[src/rtl/evr_pulse_pkg.sv]
`default_nettype none
// ============================================================================
// Module   : evr_pulse_pkg
// Brief    : Shared types and constants for the event pulse generator bank.
// Revision : 1.0
// ============================================================================
package evr_pulse_pkg;

  typedef enum logic [1:0] {
    IDLE   = 2'd0,
    DELAY  = 2'd1,
    ACTIVE = 2'd2
  } pulse_state_e;

  localparam logic [1:0] CFG_CTRL = 2'd0;
  localparam logic [1:0] CFG_PRE  = 2'd1;
  localparam logic [1:0] CFG_DLY  = 2'd2;
  localparam logic [1:0] CFG_WID  = 2'd3;

  localparam int CTRL_EN  = 0;
  localparam int CTRL_POL = 1;

endpackage
`default_nettype wire

[src/rtl/evr_pulse_bank_if.sv]
`default_nettype none
// ============================================================================
// Module   : evr_pulse_bank_if
// Brief    : Host register-file write port into the pulse generator bank.
// Revision : 1.0
// ============================================================================
interface evr_pulse_bank_if;
  logic        cfg_we;
  logic [3:0]  cfg_ch;
  logic [1:0]  cfg_field;
  logic [31:0] cfg_wdata;

  modport master (output cfg_we, cfg_ch, cfg_field, cfg_wdata);
  modport slave  (input  cfg_we, cfg_ch, cfg_field, cfg_wdata);
endinterface
`default_nettype wire

[src/rtl/evr_pulse_ch.sv]
`default_nettype none
// ============================================================================
// Module   : evr_pulse_ch
// Brief    : One triggered delay/width pulse generator with prescaler.
//            Define PULSE_RETRIG_EN to let a trigger restart a busy channel.
// Revision : 1.0
// ============================================================================
module evr_pulse_ch
  import evr_pulse_pkg::*;
#(
  parameter int DLY_W = 32,
  parameter int WID_W = 16,
  parameter int PRE_W = 16
) (
  input  logic        clk,
  input  logic        rst_n,
  input  logic        trig,
  input  logic        hw_set,
  input  logic        hw_rst,
  input  logic        cfg_we,
  input  logic [1:0]  cfg_field,
  input  logic [31:0] cfg_wdata,
  output logic        pulse,
  output logic        busy
);

`ifdef PULSE_RETRIG_EN
  localparam bit c_RETRIG = 1'b1;
`else
  localparam bit c_RETRIG = 1'b0;
`endif

  logic [1:0]       r_ctrl;
  logic [PRE_W-1:0] r_pre;
  logic [DLY_W-1:0] r_delay;
  logic [WID_W-1:0] r_width;

  pulse_state_e     r_state, w_state_nxt;
  logic             r_level, w_level_nxt;
  logic [DLY_W-1:0] r_dcnt, w_dcnt_nxt;
  logic [WID_W-1:0] r_wcnt, w_wcnt_nxt;
  logic [PRE_W-1:0] r_pcnt, w_pcnt_nxt;
  logic [PRE_W-1:0] r_pre_w, w_pre_w_nxt;
  logic [PRE_W-1:0] w_pe_m1;
  logic             w_tick;
  logic             w_accept;
  logic             r_pulse;
  logic             r_busy;

  always_ff @(posedge clk or negedge rst_n) begin
    if (!rst_n) begin
      r_ctrl  <= '0;
      r_pre   <= '0;
      r_delay <= '0;
      r_width <= '0;
    end else if (cfg_we) begin
      case (cfg_field)
        CFG_CTRL: r_ctrl  <= cfg_wdata[1:0];
        CFG_PRE:  r_pre   <= cfg_wdata[PRE_W-1:0];
        CFG_DLY:  r_delay <= cfg_wdata[DLY_W-1:0];
        CFG_WID:  r_width <= cfg_wdata[WID_W-1:0];
        default:  ;
      endcase
    end
  end

  always_ff @(posedge clk or negedge rst_n) begin
    if (!rst_n) begin
      r_state <= IDLE;
      r_level <= 1'b0;
      r_dcnt  <= '0;
      r_wcnt  <= '0;
      r_pcnt  <= '0;
      r_pre_w <= '0;
      r_pulse <= 1'b0;
      r_busy  <= 1'b0;
    end else begin
      r_state <= w_state_nxt;
      r_level <= w_level_nxt;
      r_dcnt  <= w_dcnt_nxt;
      r_wcnt  <= w_wcnt_nxt;
      r_pcnt  <= w_pcnt_nxt;
      r_pre_w <= w_pre_w_nxt;
      r_pulse <= r_level ^ r_ctrl[CTRL_POL];
      r_busy  <= (r_state != IDLE);
    end
  end

  // Prescale of 0 behaves like 1: a tick on every clock.
  assign w_pe_m1  = (r_pre_w == '0) ? '0 : r_pre_w - PRE_W'(1);
  assign w_tick   = (r_pcnt == w_pe_m1);
  assign w_accept = trig && r_ctrl[CTRL_EN] && (r_width != '0) &&
                    ((r_state == IDLE) || c_RETRIG);

  always_comb begin
    w_state_nxt = r_state;
    w_level_nxt = r_level;
    w_dcnt_nxt  = r_dcnt;
    w_wcnt_nxt  = r_wcnt;
    w_pcnt_nxt  = r_pcnt;
    w_pre_w_nxt = r_pre_w;
    if (hw_rst || !r_ctrl[CTRL_EN]) begin
      w_state_nxt = IDLE;
      w_level_nxt = 1'b0;
    end else if (hw_set) begin
      w_state_nxt = IDLE;
      w_level_nxt = 1'b1;
    end else if (w_accept) begin
      w_pre_w_nxt = r_pre;
      w_dcnt_nxt  = r_delay;
      w_wcnt_nxt  = r_width;
      w_pcnt_nxt  = '0;
      if (r_delay == '0) begin
        w_state_nxt = ACTIVE;
        w_level_nxt = 1'b1;
      end else begin
        w_state_nxt = DELAY;
        if (r_state == ACTIVE) begin
          w_level_nxt = 1'b0;
        end
      end
    end else if (r_state != IDLE) begin
      w_pcnt_nxt = w_tick ? '0 : r_pcnt + PRE_W'(1);
      if (w_tick) begin
        // Leave each phase on the tick that would take its counter to zero.
        if (r_state == DELAY) begin
          if (r_dcnt <= DLY_W'(1)) begin
            w_dcnt_nxt  = '0;
            w_state_nxt = ACTIVE;
            w_level_nxt = 1'b1;
          end else begin
            w_dcnt_nxt = r_dcnt - DLY_W'(1);
          end
        end else begin
          if (r_wcnt <= WID_W'(1)) begin
            w_wcnt_nxt  = '0;
            w_state_nxt = IDLE;
            w_level_nxt = 1'b0;
          end else begin
            w_wcnt_nxt = r_wcnt - WID_W'(1);
          end
        end
      end
    end
  end

  assign pulse = r_pulse;
  assign busy  = r_busy;

endmodule
`default_nettype wire

[src/rtl/evr_pulse_bank.sv]
`default_nettype none
// ============================================================================
// Module   : evr_pulse_bank
// Brief    : Bank of NUM_PULSES event-triggered pulse generators with a shared
//            config write port. Define PULSE_RETRIG_EN for retriggering.
// Revision : 1.0
// ============================================================================
module evr_pulse_bank
  import evr_pulse_pkg::*;
#(
  parameter int NUM_PULSES = 14,
  parameter int DLY_W      = 32,
  parameter int WID_W      = 16,
  parameter int PRE_W      = 16
) (
  input  logic                  clk,
  input  logic                  rst_n,
  input  logic [NUM_PULSES-1:0] trig,
  input  logic [NUM_PULSES-1:0] hw_set,
  input  logic [NUM_PULSES-1:0] hw_rst,
  evr_pulse_bank_if.slave       cfg,
  output logic [NUM_PULSES-1:0] pulses,
  output logic [NUM_PULSES-1:0] busy
);

  // Channel indices past NUM_PULSES never match, so those writes are dropped.
  for (genvar gi = 0; gi < NUM_PULSES; gi++) begin : g_ch
    localparam logic [3:0] c_IDX = 4'(gi);
    logic w_we;

    assign w_we = cfg.cfg_we && (cfg.cfg_ch == c_IDX);

    evr_pulse_ch #(
      .DLY_W (DLY_W),
      .WID_W (WID_W),
      .PRE_W (PRE_W)
    ) u_ch (
      .clk       (clk),
      .rst_n     (rst_n),
      .trig      (trig[gi]),
      .hw_set    (hw_set[gi]),
      .hw_rst    (hw_rst[gi]),
      .cfg_we    (w_we),
      .cfg_field (cfg.cfg_field),
      .cfg_wdata (cfg.cfg_wdata),
      .pulse     (pulses[gi]),
      .busy      (busy[gi])
    );
  end

endmodule
`default_nettype wire

[src/flat_wrapper.sv]
// flat-port wrapper written by rule: the top's interface ports become plain ports
module evr_pulse_bank_flat import evr_pulse_pkg::*;
#(
  parameter int NUM_PULSES = 14,
  parameter int DLY_W      = 32,
  parameter int WID_W      = 16,
  parameter int PRE_W      = 16
)
  (clk, rst_n, trig, hw_set, hw_rst, pulses, busy, cfg_cfg_we, cfg_cfg_ch, cfg_cfg_field, cfg_cfg_wdata);
  evr_pulse_bank_if cfg_i ();
  input  logic clk;
  input  logic rst_n;
  input  logic [NUM_PULSES-1:0] trig;
  input  logic [NUM_PULSES-1:0] hw_set;
  input  logic [NUM_PULSES-1:0] hw_rst;
  output logic [NUM_PULSES-1:0] pulses;
  output logic [NUM_PULSES-1:0] busy;
  input wire logic [$bits(cfg_i.cfg_we)-1:0] cfg_cfg_we;
  input wire logic [$bits(cfg_i.cfg_ch)-1:0] cfg_cfg_ch;
  input wire logic [$bits(cfg_i.cfg_field)-1:0] cfg_cfg_field;
  input wire logic [$bits(cfg_i.cfg_wdata)-1:0] cfg_cfg_wdata;
  assign cfg_i.cfg_we = cfg_cfg_we;
  assign cfg_i.cfg_ch = cfg_cfg_ch;
  assign cfg_i.cfg_field = cfg_cfg_field;
  assign cfg_i.cfg_wdata = cfg_cfg_wdata;
  evr_pulse_bank #(.NUM_PULSES(NUM_PULSES), .DLY_W(DLY_W), .WID_W(WID_W), .PRE_W(PRE_W)) u_core (.clk(clk), .rst_n(rst_n), .trig(trig), .hw_set(hw_set), .hw_rst(hw_rst), .cfg(cfg_i), .pulses(pulses), .busy(busy));
endmodule
[config.mk]
export PLATFORM = sky130hd
export DESIGN_NAME = evr_pulse_bank_flat
export DESIGN_NICKNAME = d
export VERILOG_FILES = /design/src/rtl/evr_pulse_pkg.sv /design/src/rtl/evr_pulse_bank_if.sv /design/src/rtl/evr_pulse_ch.sv /design/src/rtl/evr_pulse_bank.sv /design/src/flat_wrapper.sv
export SDC_FILE = /design/constraint.sdc
export NUM_CORES = 2
export LEC_CHECK = 0
export CORE_ASPECT_RATIO = 0.6
export CORE_MARGIN = 10
export CORE_UTILIZATION = 38
export DETAILED_ROUTE_END_ITERATION = 10
export GPL_ROUTABILITY_DRIVEN = 1
export PLACE_DENSITY = 0.61
export SLEW_MARGIN = 20
export SYNTH_ARGS = -nofsm -noshare
export SYNTH_HDL_FRONTEND = slang
export SYNTH_HIERARCHICAL = 1
export SYNTH_SLANG_ARGS = --single-unit
[constraint.sdc]
create_clock -name clk -period 3.5 [get_ports clk]
set_input_delay 1.05 -clock clk [delete_from_list [all_inputs] [get_ports clk]]
set_output_delay 1.05 -clock clk [all_outputs]
set_load 0.05 [all_outputs]
### After elaboration in Yosys (flattened, before gate mapping)

Index checks and enable logic that the tools add are counted.
Widths: inputs -> output; s select.

| cells by class | value |
|---|---|
| $add $sub $neg | 56 |
| order comparisons | 28 |
| equality and inequality tests | 100 |
| muxes and demuxes | 462 |
| bitwise operators | 42 |
| reduce and logical (&&, ||, !) cells | 380 |

Operator list:

| operator | number |
|---|---|
| $mux 32 | 70 |
| $mux 16 | 126 |
| $le 32x1->1 const B | 14 |
| $logic_not 32->1 | 14 |
| $sub 16x1->16 const B | 28 |
| $sub 32x1->32 const B | 14 |
| $mux 2 | 126 |
| $add 16x1->16 const B | 14 |
| $eq 16x16->1 | 14 |
| $le 16x1->1 const B | 14 |
| $logic_not 16->1 | 14 |
| $reduce_bool 16->1 | 14 |
| $reduce_and 5->1 | 42 |
| $mux 1 | 140 |
| $reduce_and 2->1 | 56 |
| $reduce_bool 2->1 | 56 |
| $reduce_bool 4->1 | 28 |
| $reduce_and 3->1 | 28 |
| $ne 5x2->1 const B | 14 |
| $ne 5x4->1 const B | 14 |
| $reduce_bool 5->1 | 14 |
| $logic_and 1x1->1 | 56 |
| $reduce_and 4->1 | 14 |
| $eq 2x2->1 const B | 16 |
| 12 further kinds | 128 |

| word-level totals | value |
|---|---|
| bits in registers | 2114 |
| input port bits | 83 |

### Longest topological paths before layout

| logic depth | value |
|---|---|
| depth in word-level cells | 8 |
| mapped depth | 15 |
| mapped depth without buffers | 11 |

### By module

Netlist, hierarchy kept.

Modules (own cells, without submodules):

| module | instances | cells each | area an instance (um^2) |
|---|---|---|---|
| evr_pulse_ch (u_core.g_ch[0].u_ch ...) | 7 | 919 | 8535.7 |
| evr_pulse_ch (u_core.g_ch[3].u_ch ...) | 5 | 827 | 8132.8 |
| evr_pulse_ch (u_core.g_ch[8].u_ch) | 1 | 895 | 8311.7 |
| evr_pulse_ch (u_core.g_ch[9].u_ch) | 1 | 876 | 8199.1 |
| evr_pulse_bank | 1 | 21 | 107.6 |

### Least setup slack after synthesis

No wires, ideal clock.

| timing path | value |
|---|---|
| kind | reg-to-reg |
| from | register u_core.g_ch[0].u_ch.r_pre_w[3] |
| to | register u_core.g_ch[0].u_ch.r_wcnt[5] |
| setup time | 132 ps |
| arrival time | 3463 ps |
| required time | 3368 ps |
| slack | -95 ps |
| cell stages (with the launch flop) | 14 |
| path through | dfrtp_1 > buf_6 > or3_1 > buf_2 > or4_4 > and2_1 > xnor2_1 > o32a_1 > a31o_1 > or4_1 > buf_2 > buf_6 > o311ai_1 > o21ai_1 |

| between the ends | value |
|---|---|
| longest elaborated chain between the ends | 5 |

Ends and longest elaborated chain:

| item | RTL line | text |
|---|---|---|
| start, declared | evr_pulse_ch.sv:43 | `logic [PRE_W-1:0] r_pre_w, w_pre_w_nxt;` |
| start signal, assigned | evr_pulse_ch.sv:83 | `r_pre_w <= w_pre_w_nxt;` |
| $sub 16x1->16 or $logic_not 16->1 (tied branches) | evr_pulse_ch.sv:90 | `assign w_pe_m1 = (r_pre_w == '0) ? '0 : r_pre_w - PRE_W'(1);` |
| $mux 16 (*) | evr_pulse_ch.sv:90 |  |
| $eq 16x16->1 (*) | evr_pulse_ch.sv:91 | `assign w_tick = (r_pcnt == w_pe_m1);` |
| $reduce_bool 2->1 (no line) (*) | n/a |  |
| $reduce_and 5->1 (no line) (*) | n/a |  |
| end signal, assigned | evr_pulse_ch.sv:81 | `r_wcnt <= w_wcnt_nxt;` |
| end, declared | evr_pulse_ch.sv:41 | `logic [WID_W-1:0] r_wcnt, w_wcnt_nxt;` |

Every way passes the cells marked *; elsewhere a longest branch is shown, timed or not.
A chain may end at the register's enable or synchronous reset.

### Final worst setup path

| timing path | value |
|---|---|
| from | register u_core.g_ch[9].u_ch.r_pre_w[0] |
| to | register u_core.g_ch[9].u_ch.r_dcnt[30] |

| between the ends | value |
|---|---|
| longest elaborated chain between the ends | 5 |

Ends and longest elaborated chain:

| item | RTL line | text |
|---|---|---|
| start, declared | evr_pulse_ch.sv:43 |  |
| start signal, assigned | evr_pulse_ch.sv:83 |  |
| $sub 16x1->16 or $logic_not 16->1 (tied branches) | evr_pulse_ch.sv:90 |  |
| $mux 16 (*) | evr_pulse_ch.sv:90 |  |
| $eq 16x16->1 (*) | evr_pulse_ch.sv:91 |  |
| $reduce_bool 2->1 (no line) (*) | n/a |  |
| $reduce_and 5->1 (no line) (*) | n/a |  |
| end signal, assigned | evr_pulse_ch.sv:80 | `r_dcnt <= w_dcnt_nxt;` |
| end, declared | evr_pulse_ch.sv:40 | `logic [DLY_W-1:0] r_dcnt, w_dcnt_nxt;` |

Marks and branches as above.

==> flow_metrics.env <==
export IMPL_detail_route_iter0_violations=12200
export IMPL_worst_hold_path_type="primary input to asynchronous set/reset pin"
export IMPL_cp_launch_type="register"
export IMPL_finalSetupViolations=16
export IMPL_cts_tree="yes"
export IMPL_yosysSeqAreaShare_pct=45.2
export IMPL_final_critical_path_setup_slack_ps=-29.3
export IMPL_async_flop_share_pct=100
export IMPL_failed_checks="setup timing"
export IMPL_cts_hold_buffers_added=0
export IMPL_worst_slew_margin_rel_pct=29.0
export IMPL_worst_ir_drop_vdd_uv=390
export IMPL_synth_largest_area_cell="dfrtp_1"
export IMPL_h_tree_depth=4
export IMPL_clock_root_buffer="clkbuf_16"
export IMPL_status="finished with violations"
export IMPL_dpl_worst_slack_ps=-302
export IMPL_cts_reportedPaths_clkPinSlew_ps=70
export IMPL_die_w_um=736
export IMPL_cp_data_required_time_ps=4310
export IMPL_critPathCaptureType="register"
export IMPL_maxClockFrequency_mhz=283
export IMPL_vias=104000
export IMPL_finalWeightedCongestion=0.915
export IMPL_maximum_number_of_pins_on_one_net_before_global_route_repair=103
export IMPL_fp_dieArea_um2=331000
export IMPL_hold_violations=0
export IMPL_fin_skew_ps=57.6
export IMPL_die_height_um=450
export IMPL_synthesis_yosys_warnings=6
export IMPL_placement_io_buffers=110
export IMPL_wl_per_cell_um=22.1
export IMPL_grt_pass1_vias=94100
export IMPL_globalRouteTotalUtil_pct=21.8
export IMPL_max_cap_viol_count=0
export IMPL_layout_min_cycle_time_ps=3530
export IMPL_wl_mm=385
export IMPL_fin_nets=13300
export IMPL_cellPowerDensity_nw_per_um2=417
export IMPL_worstMarginPinSlew_ps=1060
export IMPL_crit_top_cell="buf_6"
export IMPL_drt_antenna_violating_nets=0
export IMPL_numClockSinks=2114
export IMPL_layout_area_overhead_vs_synth_pct=20.8
export IMPL_placedCellCount=16900
export IMPL_fin_cells=17400
export IMPL_drt_drc_violations_left=0
export IMPL_insertion_delay_ps=910
export IMPL_cp_max_stage_cell="or4_4"
export IMPL_synth_avg_cell_area_um2=9.47
export IMPL_synth_edff_count=0
export IMPL_cts_path_max_buffers=4
export IMPL_drt_first_pass_iters=6
export IMPL_hpwl_mm=257
export IMPL_floorplan_initialDensity_pct=38.3
export IMPL_ys_dominant_reg_cell="dfrtp_1"
export IMPL_avgViaCountPerCell=5.97
export IMPL_tns_ps=-217
export IMPL_synthTopCellsByArea="dfrtp_1 (45%), mux2_2 (9.5%), nand2_1 (3.9%)"
export IMPL_ioPinCount=111
export IMPL_antenna_violations_before_repair=39
export IMPL_cts_buffers=207
export IMPL_period_share_pct=101
export IMPL_rows=157
export IMPL_rsz0062_at_grt="true"
export IMPL_critical_path_max_stage_delay_ps=550
export IMPL_register_bit_total_from_synthesis=2114
export IMPL_worstPathCellList="buf_6 > or4_4 > or4_4 > mux2i_2 > a211oi_2 > o2111ai_2 > nor4_4 > buf_6 > buf_6 > o21ai_4 > buf_12 > buf_6 > o22ai_2"
export IMPL_mappedNetlistArea_um2=117000
export IMPL_syn_instance_count=12400
export IMPL_crit_path_max_fanout=7
export IMPL_gr_total_overflow=0
export IMPL_final_max_slew_viol_count=0
export IMPL_worst_endpoint_arrival_ps=4340
export IMPL_placeableCoreArea_um2=306000
export IMPL_wire_length_of_the_first_global_routing_pass_mm=585
export IMPL_syn_num_nets=12500
export IMPL_synth_top_area_share_pct=45.2
export IMPL_static_leakage_power_nw=60.6
export IMPL_hold_slack_ps=204
export IMPL_critical_path_type="register to register"
export IMPL_synth_cell_types=99
export IMPL_power_total_mw=59.0
export IMPL_drive_above_1_share_pct=24.1
flip-flops by register name (all words and copies together), names as in the netlist:
register	flops
u_core/g_ch.u_ch/pulse	14
u_core/g_ch.u_ch/r_wcnt	224
u_core/g_ch.u_ch/r_delay	448
u_core/g_ch.u_ch/r_dcnt	448
u_core/g_ch.u_ch/r_ctrl	28
u_core/g_ch.u_ch/r_width	224
u_core/g_ch.u_ch/r_level	14
u_core/g_ch.u_ch/r_pcnt	224
u_core/g_ch.u_ch/r_state	28
u_core/g_ch.u_ch/r_pre_w	224
u_core/g_ch.u_ch/r_pre	224
u_core/g_ch.u_ch/busy	14
area by class of cell:
class                   count  area [µm²]
inverters                 240         901
diodes                      7        17.5
multi-input cells        9315       63000
flip-flops and latches   2114       52900
clock inverters           101        1360
repair buffers           1303       12400
fillers                 28500      164000
well taps                4054        5070
clock buffers             267        5840
final timing paths:
| check | from | end | slack (ps) | cells past startpoint |
|---|---|---|---|---|
| hold / removal | rst_n | u_core/g_ch[4].u_ch/r_width[1] | 200 | 1 |
| max in group asynchronous | rst_n | u_core/g_ch[13].u_ch/r_pre_w[0] | 2160 | 2 |
| setup reg to reg | u_core/g_ch[9].u_ch/r_pre_w[0] | u_core/g_ch[9].u_ch/r_dcnt[30] | -30 | 13 |
| min in group clk | u_core/g_ch[12].u_ch/r_pre[5] | u_core/g_ch[12].u_ch/r_pre_w[5] | 450 | 2 |
| hold reg to reg | u_core/g_ch[12].u_ch/r_pre[5] | u_core/g_ch[12].u_ch/r_pre_w[5] | 450 | 2 |
| setup / recovery | u_core/g_ch[9].u_ch/r_pre_w[0] | u_core/g_ch[9].u_ch/r_dcnt[30] | -30 | 13 |
cell usage after synthesis (32+ instances only):
cell type	instances
or4_1	103
nor4b_1	44
buf_1	49
and2_1	43
mux2_2	989
o2111ai_1	32
nand2_1	1208
o22ai_1	112
o211ai_1	203
ha_1	84
nand3b_1	69
inv_1	240
a221oi_1	86
mux2i_1	74
xor2_1	176
xnor2_1	215
buf_2	78
nand3_1	427
nor2b_1	88
a22oi_1	205
o21ai_1	222
nand2b_1	157
a21oi_1	529
or2_2	70
or3_1	173
nand4_1	177
a31oi_1	46
o21ai_0	762
and3_1	77
a32oi_1	119
nor3_1	607
clkbuf_1	501
a211oi_1	53
dfrtp_1	2114
nor4_1	390
nor3b_1	56
o31ai_1	102
nor2_1	1016
o311ai_1	50
buf_6	58
per-layer routing:
metal  share of wire (%)  global-route usage, %  vias up
met1                  48                   35.1    51200
li1                    -                      -    47600
met3                 9.8                   4.79      497
met2                  40                   29.0     4615
met5               0.020                      0        -
met4                 2.1                   4.75       10
power by group:
group	internal [mW]	switching (mW)	leakage (nW)	total [mW]
registers	26.0	1.44	27.1	27.5
logic	2.98	4.11	29.9	7.09
clock network	14.0	10.4	3.52	24.4
placed cells by master (no fill, tap or decap), types with 42 or more instances in the layout:
cell,n
dfrtp_1,2111
nand2_1,1200
buf_4,997
mux2_2,989
nor2_1,977
o21ai_0,669
nor3_1,560
a21oi_1,520
nand3_1,419
nor4_1,362
o21ai_1,296
clkbuf_16,238
inv_1,226
xnor2_1,206
a22oi_1,205
o211ai_1,203
nand4_1,177
xor2_1,173
nand2b_1,151
or3_1,151
buf_12,134
a32oi_1,119
o22ai_1,109
o31ai_1,88
nor2b_1,81
or4_1,78
clkdlybuf4s50_1,75
ha_1,72
mux2i_1,71
and3_1,70
nand3b_1,69
or2_2,69
nor3b_1,56
a221oi_2,50
a31oi_1,44
buf_6,42
nor3_2,42
cell families (layout without fill, tap and decap cells):
kind of cell    count (synthesis)  count (layout)  synth area share, %
buf+inv                       934            1911                 3.48
fa+ha+maj                      84              84                0.898
xor+xnor                      398             398                 3.06
other cells                     0               7                    0
flops                        2114            2114                 45.2
simple gates                 4873            4876                 21.2
mux                          1063            1063                 10.1
compound gates               2894            2894                 16.1
critical path, delay by kind of cell, from the launching register on:
family / cells / cell delay [ps]
flip-flops: 1 / 400
multiplexers: 1 / 170
buffers and inverters: 5 / 730
AND/OR/NAND/NOR: 3 / 1430
AO/OA/AOI/OAI: 4 / 720
through the flow:
| step | cell area [µm²] | utilization (%) |
|---|---|---|
| floorplan | 117000 | - |
| global placement | 130000 | 42.6 |
| detailed placement | 130000 | 42.6 |
| CTS | 138000 | 45.1 |
| global route | 141000 | 46.2 |
| finish | 141000 | 46.2 |
timing repair:
| action | 4_1_cts | 5_1_grt |
|---|---|---|
| gates resized for setup | 100 | 529 |
| buffers inserted | 3 | 60 |
| pin swaps | 8 | 177 |
| endpoints found under the setup margin | 468 | 739 |
| gates cloned | 2 | 35 |
Power figures use the tool's default switching activity.
